[src/rtl/tns_decoder_22_pkg.sv]
// Shared TNS constants: data width, codeword width and the per-bit weights
// used by the 22-bit TNS decoder and its group adders.
package tns_decoder_22_pkg;

  localparam int unsigned BLEN08_C   = 32'd16;
  localparam int unsigned TNS_CODE_W = 32'd22;
  localparam int unsigned TNS_SUM_W  = BLEN08_C + 32'd1;

  // Weights form a complete sequence, so every value up to their total can be encoded
  localparam int unsigned TNS01_A = 32'd3;
  localparam int unsigned TNS01_B = 32'd2;
  localparam int unsigned TNS01_C = 32'd1;
  localparam int unsigned TNS02_A = 32'd13;
  localparam int unsigned TNS02_B = 32'd8;
  localparam int unsigned TNS02_C = 32'd5;
  localparam int unsigned TNS03_A = 32'd55;
  localparam int unsigned TNS03_B = 32'd34;
  localparam int unsigned TNS03_C = 32'd21;
  localparam int unsigned TNS04_A = 32'd233;
  localparam int unsigned TNS04_B = 32'd144;
  localparam int unsigned TNS04_C = 32'd89;
  localparam int unsigned TNS05_A = 32'd987;
  localparam int unsigned TNS05_B = 32'd610;
  localparam int unsigned TNS05_C = 32'd377;
  localparam int unsigned TNS06_A = 32'd4181;
  localparam int unsigned TNS06_B = 32'd2584;
  localparam int unsigned TNS06_C = 32'd1597;
  localparam int unsigned TNS07_A = 32'd17711;
  localparam int unsigned TNS07_B = 32'd10946;
  localparam int unsigned TNS07_C = 32'd6765;
  localparam int unsigned TNS08_C = 32'd28657;

  typedef logic [TNS_SUM_W-1:0] tns_sum_t;

endpackage

[src/rtl/tns_group_sum.sv]
// Registered weighted sum of one 3-bit TNS group; loads only when its
// pipeline stage advances with valid data.
module tns_group_sum
  import tns_decoder_22_pkg::*;
#(
  parameter int unsigned SUM_W = TNS_SUM_W,
  parameter int unsigned WA    = 32'd1,
  parameter int unsigned WB    = 32'd1,
  parameter int unsigned WC    = 32'd1
) (
  input  logic             clock,
  input  logic             reset,
  input  logic             load,
  input  logic [2:0]       bits,
  output logic [SUM_W-1:0] sum
);

  logic [SUM_W-1:0] sum_s;
  logic [SUM_W-1:0] sum_r;

  // Combinational weighted sum of the three group bits
  always_comb begin
    sum_s = (bits[2] ? SUM_W'(WA) : {SUM_W{1'b0}})
          + (bits[1] ? SUM_W'(WB) : {SUM_W{1'b0}})
          + (bits[0] ? SUM_W'(WC) : {SUM_W{1'b0}});
  end

  // Partial-sum register
  always_ff @(posedge clock or posedge reset) begin
    if (reset) begin
      sum_r <= {SUM_W{1'b0}};
    end else if (load) begin
      sum_r <= sum_s;
    end
  end

  assign sum = sum_r;

endmodule

[src/rtl/tns_decoder_22.sv]
// 22-bit TNS codeword decoder: three-stage valid/ready pipeline that rebuilds
// the data word as the weighted sum of the codeword bits and flags overflow.
module tns_decoder_22
  import tns_decoder_22_pkg::*;
#(
  parameter int unsigned DATA_W = BLEN08_C,
  parameter int unsigned CODE_W = TNS_CODE_W
) (
  input  logic              clock,
  input  logic              reset,
  input  logic [CODE_W-1:0] code_in,
  input  logic              in_valid,
  output logic              in_ready,
  output logic [DATA_W-1:0] dataout,
  output logic              out_err,
  output logic              out_valid,
  input  logic              out_ready
);

  localparam int unsigned SUM_W = DATA_W + 32'd1;

  logic              v1_r, v2_r, v3_r;
  logic              ld1_s, ld2_s, ld3_s;
  logic [CODE_W-1:0] code_r;
  logic [SUM_W-1:0]  p21_r;
  logic [SUM_W-1:0]  grp_s [7];
  logic [SUM_W-1:0]  sum_s;
  logic [DATA_W-1:0] dataout_r;
  logic              out_err_r;

  // Stage enables: a stage loads when it is empty or its successor moves on
  always_comb begin
    ld3_s = !v3_r || out_ready;
    ld2_s = !v2_r || ld3_s;
    ld1_s = !v1_r || ld2_s;
  end

  assign in_ready = ld1_s;

  // S1: codeword capture
  always_ff @(posedge clock or posedge reset) begin
    if (reset) begin
      v1_r   <= 1'b0;
      code_r <= {CODE_W{1'b0}};
    end else begin
      if (ld1_s) v1_r <= in_valid;
      if (ld1_s && in_valid) code_r <= code_in;
    end
  end

  // S2: valid flag and the lone bit-21 term
  always_ff @(posedge clock or posedge reset) begin
    if (reset) begin
      v2_r  <= 1'b0;
      p21_r <= {SUM_W{1'b0}};
    end else begin
      if (ld2_s) v2_r <= v1_r;
      if (ld2_s && v1_r) p21_r <= code_r[21] ? SUM_W'(TNS08_C) : {SUM_W{1'b0}};
    end
  end

  tns_group_sum #(.SUM_W(SUM_W), .WA(TNS07_A), .WB(TNS07_B), .WC(TNS07_C)) u_grp7 (
    .clock(clock), .reset(reset), .load(ld2_s && v1_r), .bits(code_r[20:18]), .sum(grp_s[6]));
  tns_group_sum #(.SUM_W(SUM_W), .WA(TNS06_A), .WB(TNS06_B), .WC(TNS06_C)) u_grp6 (
    .clock(clock), .reset(reset), .load(ld2_s && v1_r), .bits(code_r[17:15]), .sum(grp_s[5]));
  tns_group_sum #(.SUM_W(SUM_W), .WA(TNS05_A), .WB(TNS05_B), .WC(TNS05_C)) u_grp5 (
    .clock(clock), .reset(reset), .load(ld2_s && v1_r), .bits(code_r[14:12]), .sum(grp_s[4]));
  tns_group_sum #(.SUM_W(SUM_W), .WA(TNS04_A), .WB(TNS04_B), .WC(TNS04_C)) u_grp4 (
    .clock(clock), .reset(reset), .load(ld2_s && v1_r), .bits(code_r[11:9]), .sum(grp_s[3]));
  tns_group_sum #(.SUM_W(SUM_W), .WA(TNS03_A), .WB(TNS03_B), .WC(TNS03_C)) u_grp3 (
    .clock(clock), .reset(reset), .load(ld2_s && v1_r), .bits(code_r[8:6]), .sum(grp_s[2]));
  tns_group_sum #(.SUM_W(SUM_W), .WA(TNS02_A), .WB(TNS02_B), .WC(TNS02_C)) u_grp2 (
    .clock(clock), .reset(reset), .load(ld2_s && v1_r), .bits(code_r[5:3]), .sum(grp_s[1]));
  // Bit 0 carries unit weight; TNS01_C has no role in the decoded value
  tns_group_sum #(.SUM_W(SUM_W), .WA(TNS01_A), .WB(TNS01_B), .WC(32'd1)) u_grp1 (
    .clock(clock), .reset(reset), .load(ld2_s && v1_r), .bits(code_r[2:0]), .sum(grp_s[0]));

  // S3 adder tree over the eight partial sums
  always_comb begin
    sum_s = ((p21_r + grp_s[6]) + (grp_s[5] + grp_s[4]))
          + ((grp_s[3] + grp_s[2]) + (grp_s[1] + grp_s[0]));
  end

  // S3: output register, held while downstream stalls
  always_ff @(posedge clock or posedge reset) begin
    if (reset) begin
      v3_r      <= 1'b0;
      dataout_r <= {DATA_W{1'b0}};
      out_err_r <= 1'b0;
    end else begin
      if (ld3_s) v3_r <= v2_r;
      if (ld3_s && v2_r) begin
        dataout_r <= sum_s[DATA_W-1:0];
        out_err_r <= sum_s[DATA_W];
      end
    end
  end

  assign dataout   = dataout_r;
  assign out_err   = out_err_r;
  assign out_valid = v3_r;

endmodule
[config.mk]
export PLATFORM = sky130hd
export DESIGN_NAME = tns_decoder_22
export DESIGN_NICKNAME = d
export VERILOG_FILES = /design/src/rtl/tns_decoder_22_pkg.sv /design/src/rtl/tns_group_sum.sv /design/src/rtl/tns_decoder_22.sv
export SDC_FILE = /design/constraint.sdc
export NUM_CORES = 1
export LEC_CHECK = 0
export ABC_AREA = 1
export BUFFER_PORTS_ARGS = -buffer_cell sky130_fd_sc_hd__buf_4
export CAP_MARGIN = 10
export CORE_ASPECT_RATIO = 0.5
export CORE_MARGIN = 2
export CORE_UTILIZATION = 35
export CTS_BUF_LIST = sky130_fd_sc_hd__clkbuf_16
export CTS_CLUSTER_SIZE = 14
export DETAILED_ROUTE_END_ITERATION = 16
export PLACE_DENSITY = 0.56
export RECOVER_POWER = 50
export SLEW_MARGIN = 20
export SYNTH_ARGS = -nofsm -noshare
export SYNTH_HDL_FRONTEND = slang
export SYNTH_SLANG_ARGS = --single-unit
[constraint.sdc]
create_clock -name clock -period 12.4 [get_ports clock]
set_input_delay 1.24 -clock clock [delete_from_list [all_inputs] [get_ports clock]]
set_output_delay 1.24 -clock clock [all_outputs]
set_load 0.02 [all_outputs]
==> summary.txt <==
Setup path
  • CP Data Required Time: 11.98 ns
  • CP Launch Type: input pin
  • Worst Path Max Fanout: 71
  • Cell Chain, Critical Path: clkbuf_4 > clkinvlp_2 > clkbuf_1
  • Slowest-stage cell, CP: clkbuf_1
  • Crit. End Element: async pin
  • Worst path arrival time: 4.95 ns
  • Crit Path Class: in2async
  • Max incr delay on CP: 2.78 ns

Global routing
  • Aggregate global routing overflow: 0
  • All-Layer GR Usage: 14.1%
  • Largest net degree at the start of global routing: 80
  • Vias in the first global route: 4,946
  • Initial antenna violation count: 0
  • Global-route wire length before repair: 24.6 mm

Route
  • Detailed Route WL: 14.7 mm
  • Routed WL per cell: 13.0 um
  • DR iter-0 viols: 242
  • Number of iterations in the first detailed-routing pass: 4
  • Number of remaining DRC errors: 0
  • Drt via density: 4.47
  • Antenna viol nets, final: 0
  • Total number of vias: 5,046

Floorplan
  • Core ar.: 20,400 sq um
  • Die W: 207 um
  • Die area: 21,900 sq um
  • Die Y: 106 um
  • I/O Pins: 45
  • FP Rows: 37
  • Initial Utilization: 35.5%

Clock network
  • Root Buffer: clkbuf_16
  • CTS max path bufs: 2
  • TritonCTS clock tree: built
  • Clock slew at reported path FFs: 0.07 ns
  • Number of clock buffers inserted by TritonCTS: 9
  • Clock latency on the worst-skew pair: 0.36 ns
  • CTS resizes: 0
  • Hold Buf Count CTS: 0
  • # Post-CTS Setup Buffers: 0
  • CTS sink cnt: 100
  • H-tree levels: 3

Synthesis
  • Synth area leaders: dfrtp_1, fa_1, ha_1, nand2_1, inv_1
  • Post-synth EDFFs: 0
  • Synthesized flop and latch total: 100
  • Syn Inst Count: 815
  • Largest area contributor in the netlist: dfrtp_1
  • Mapped Nets: 975
  • Syn_area_per_cell: 8.88 sq um
  • Asr flop ratio synth: 100%
  • Synth warn: 0
  • Synth cell count leaders: nand2_1, inv_1, dfrtp_1
  • Top cell type's share of synthesized area: 34.6%
  • Synthesized area: 7240 sq um
  • Predominant post-synthesis flop cell: dfrtp_1
  • Count leader, synth: nand2_1
  • Register area share after synthesis: 34.6%
  • Unique masters post-synth: 34

Cells and area
  • Net count, final: 1,012
  • # diodes: 0
  • P&R area growth vs syn: 10.3%
  • Share of layout cells above drive strength 1: 7.00%

Place
  • Detailed placement HPWL: 11.7 mm
  • Port bufs: 44
  • Routability Congestion: 0.857

STA
  • Clk_skew: 0.0105 ns
  • Final max-slew violation count: 152
  • Final setup violation count: 0
  • TNS Setup: 0 ns
  • RSZ-0062 raised after global routing: false
  • Final period utilization: 43.4%
  • Max Freq: 0.186 GHz
  • Fin crit period: 5.38 ns
  • Worst Tran Pin Value: 3.87 ns
  • Slew HR: -158%
  • Final hold violation count: 0

Outcome
  • Outcome: finished with violations
  • Failing checks: capacitance limit, slew limit

Worst hold path
  • HP Class: reg2reg

Flow run
  • Max-Cap Viols: 2
==> flip-flops by register name, indices dropped and copies added (netlist names) <==
| signal | flops |
|---|---|
| u_grp6.sum | 11 |
| v2_r | 1 |
| out_valid | 1 |
| v1_r | 1 |
| code_r | 22 |
| p21_r | 1 |
| u_grp1.sum | 3 |
| dataout | 16 |
| u_grp4.sum | 7 |
| out_err | 1 |
| u_grp7.sum | 15 |
| u_grp5.sum | 12 |
| u_grp3.sum | 5 |
| u_grp2.sum | 4 |
==> worst max-delay path, delay by kind of cell <==
| family | cells | cell delay (ns) |
|---|---|---|
| buf+inv | 3 | 3.67 |
==> stage by stage <==
step / util, % / area [sq um] / instances / hold slack [ns] / worst slack, ns
floorplan: - / 7240 / 815 / 0.453 / 8.34
global placement: 38.1 / 7780 / 1114 / 0.469 / 8.11
detailed placement: 38.1 / 7780 / 1114 / 0.471 / 8.02
CTS: 39.6 / 8080 / 1130 / 0.490 / 7.99
global route: 39.1 / 7990 / 1130 / 0.500 / 6.04
finish: 39.1 / 7990 / 1130 / 0.482 / 7.02
==> path summary, 6_finish.rpt <==
check	from	end	slack (ns)	cells after the start
worst max-delay path	reset	u_grp7.sum[12]	7.02	3
worst max register to register	p21_r[13]	dataout[8]	8.02	16
max in group clock	out_ready	u_grp6.sum[7]	7.37	8
worst min register to register	dataout[0]	dataout[0]	0.48	2
min in group asynchronous	reset	code_r[5]	1.18	2
worst min-delay path	dataout[0]	dataout[0]	0.48	2
==> logic make-up (layout without fill, tap and decap cells) <==
| logic type | Yosys count | count (layout) | synth area share (%) |
|---|---|---|---|
| and+or+nand+nor | 285 | 285 | 16.1 |
| buffers and inverters | 179 | 221 | 10.3 |
| AOI/OAI and AO/OA | 93 | 93 | 6.88 |
| muxes | 7 | 7 | 1.09 |
| DFF | 100 | 100 | 34.6 |
| adders and majority gates | 134 | 134 | 29.1 |
| xor gates and xnor gates | 17 | 17 | 2.06 |
==> final cells by class <==
class / instances / area (sq um)
fillers: 2085 / 12400
multi-input cells: 536 / 3980
flip-flops and latches: 100 / 2500
inverters: 159 / 598
well taps: 273 / 342
repair buffers: 46 / 270
clock buffers: 9 / 225
clock inverters: 7 / 68.8
==> cell usage in the layout (no fill, tap or decap), types with 9 or more instances in the layout <==
cell type  count
o21ai_0       50
dfrtp_1      100
nor2_1        38
buf_4         24
fa_1          57
a21oi_1       27
clkbuf_16      9
inv_1        157
nand2_1      203
nand3_1       29
clkbuf_1      20
ha_1          77
xor2_1         9
==> layer usage <==
| layer | wire, um | vias to the layer above | share of wire [%] | track usage (%) |
|---|---|---|---|---|
| met4 | 106 | 0 | 0.72 | 2.60 |
| met2 | 5970 | 47 | 41 | 20.6 |
| met3 | 434 | 10 | 3.0 | 3.31 |
| li1 | - | 2586 | - | - |
| met1 | 8140 | 2403 | 56 | 21.2 |
| met5 | 0 | - | 0 | 0 |
Power is not shown: default switching activity piles up to over one toggle a cycle in this logic, so the estimate is an artifact.
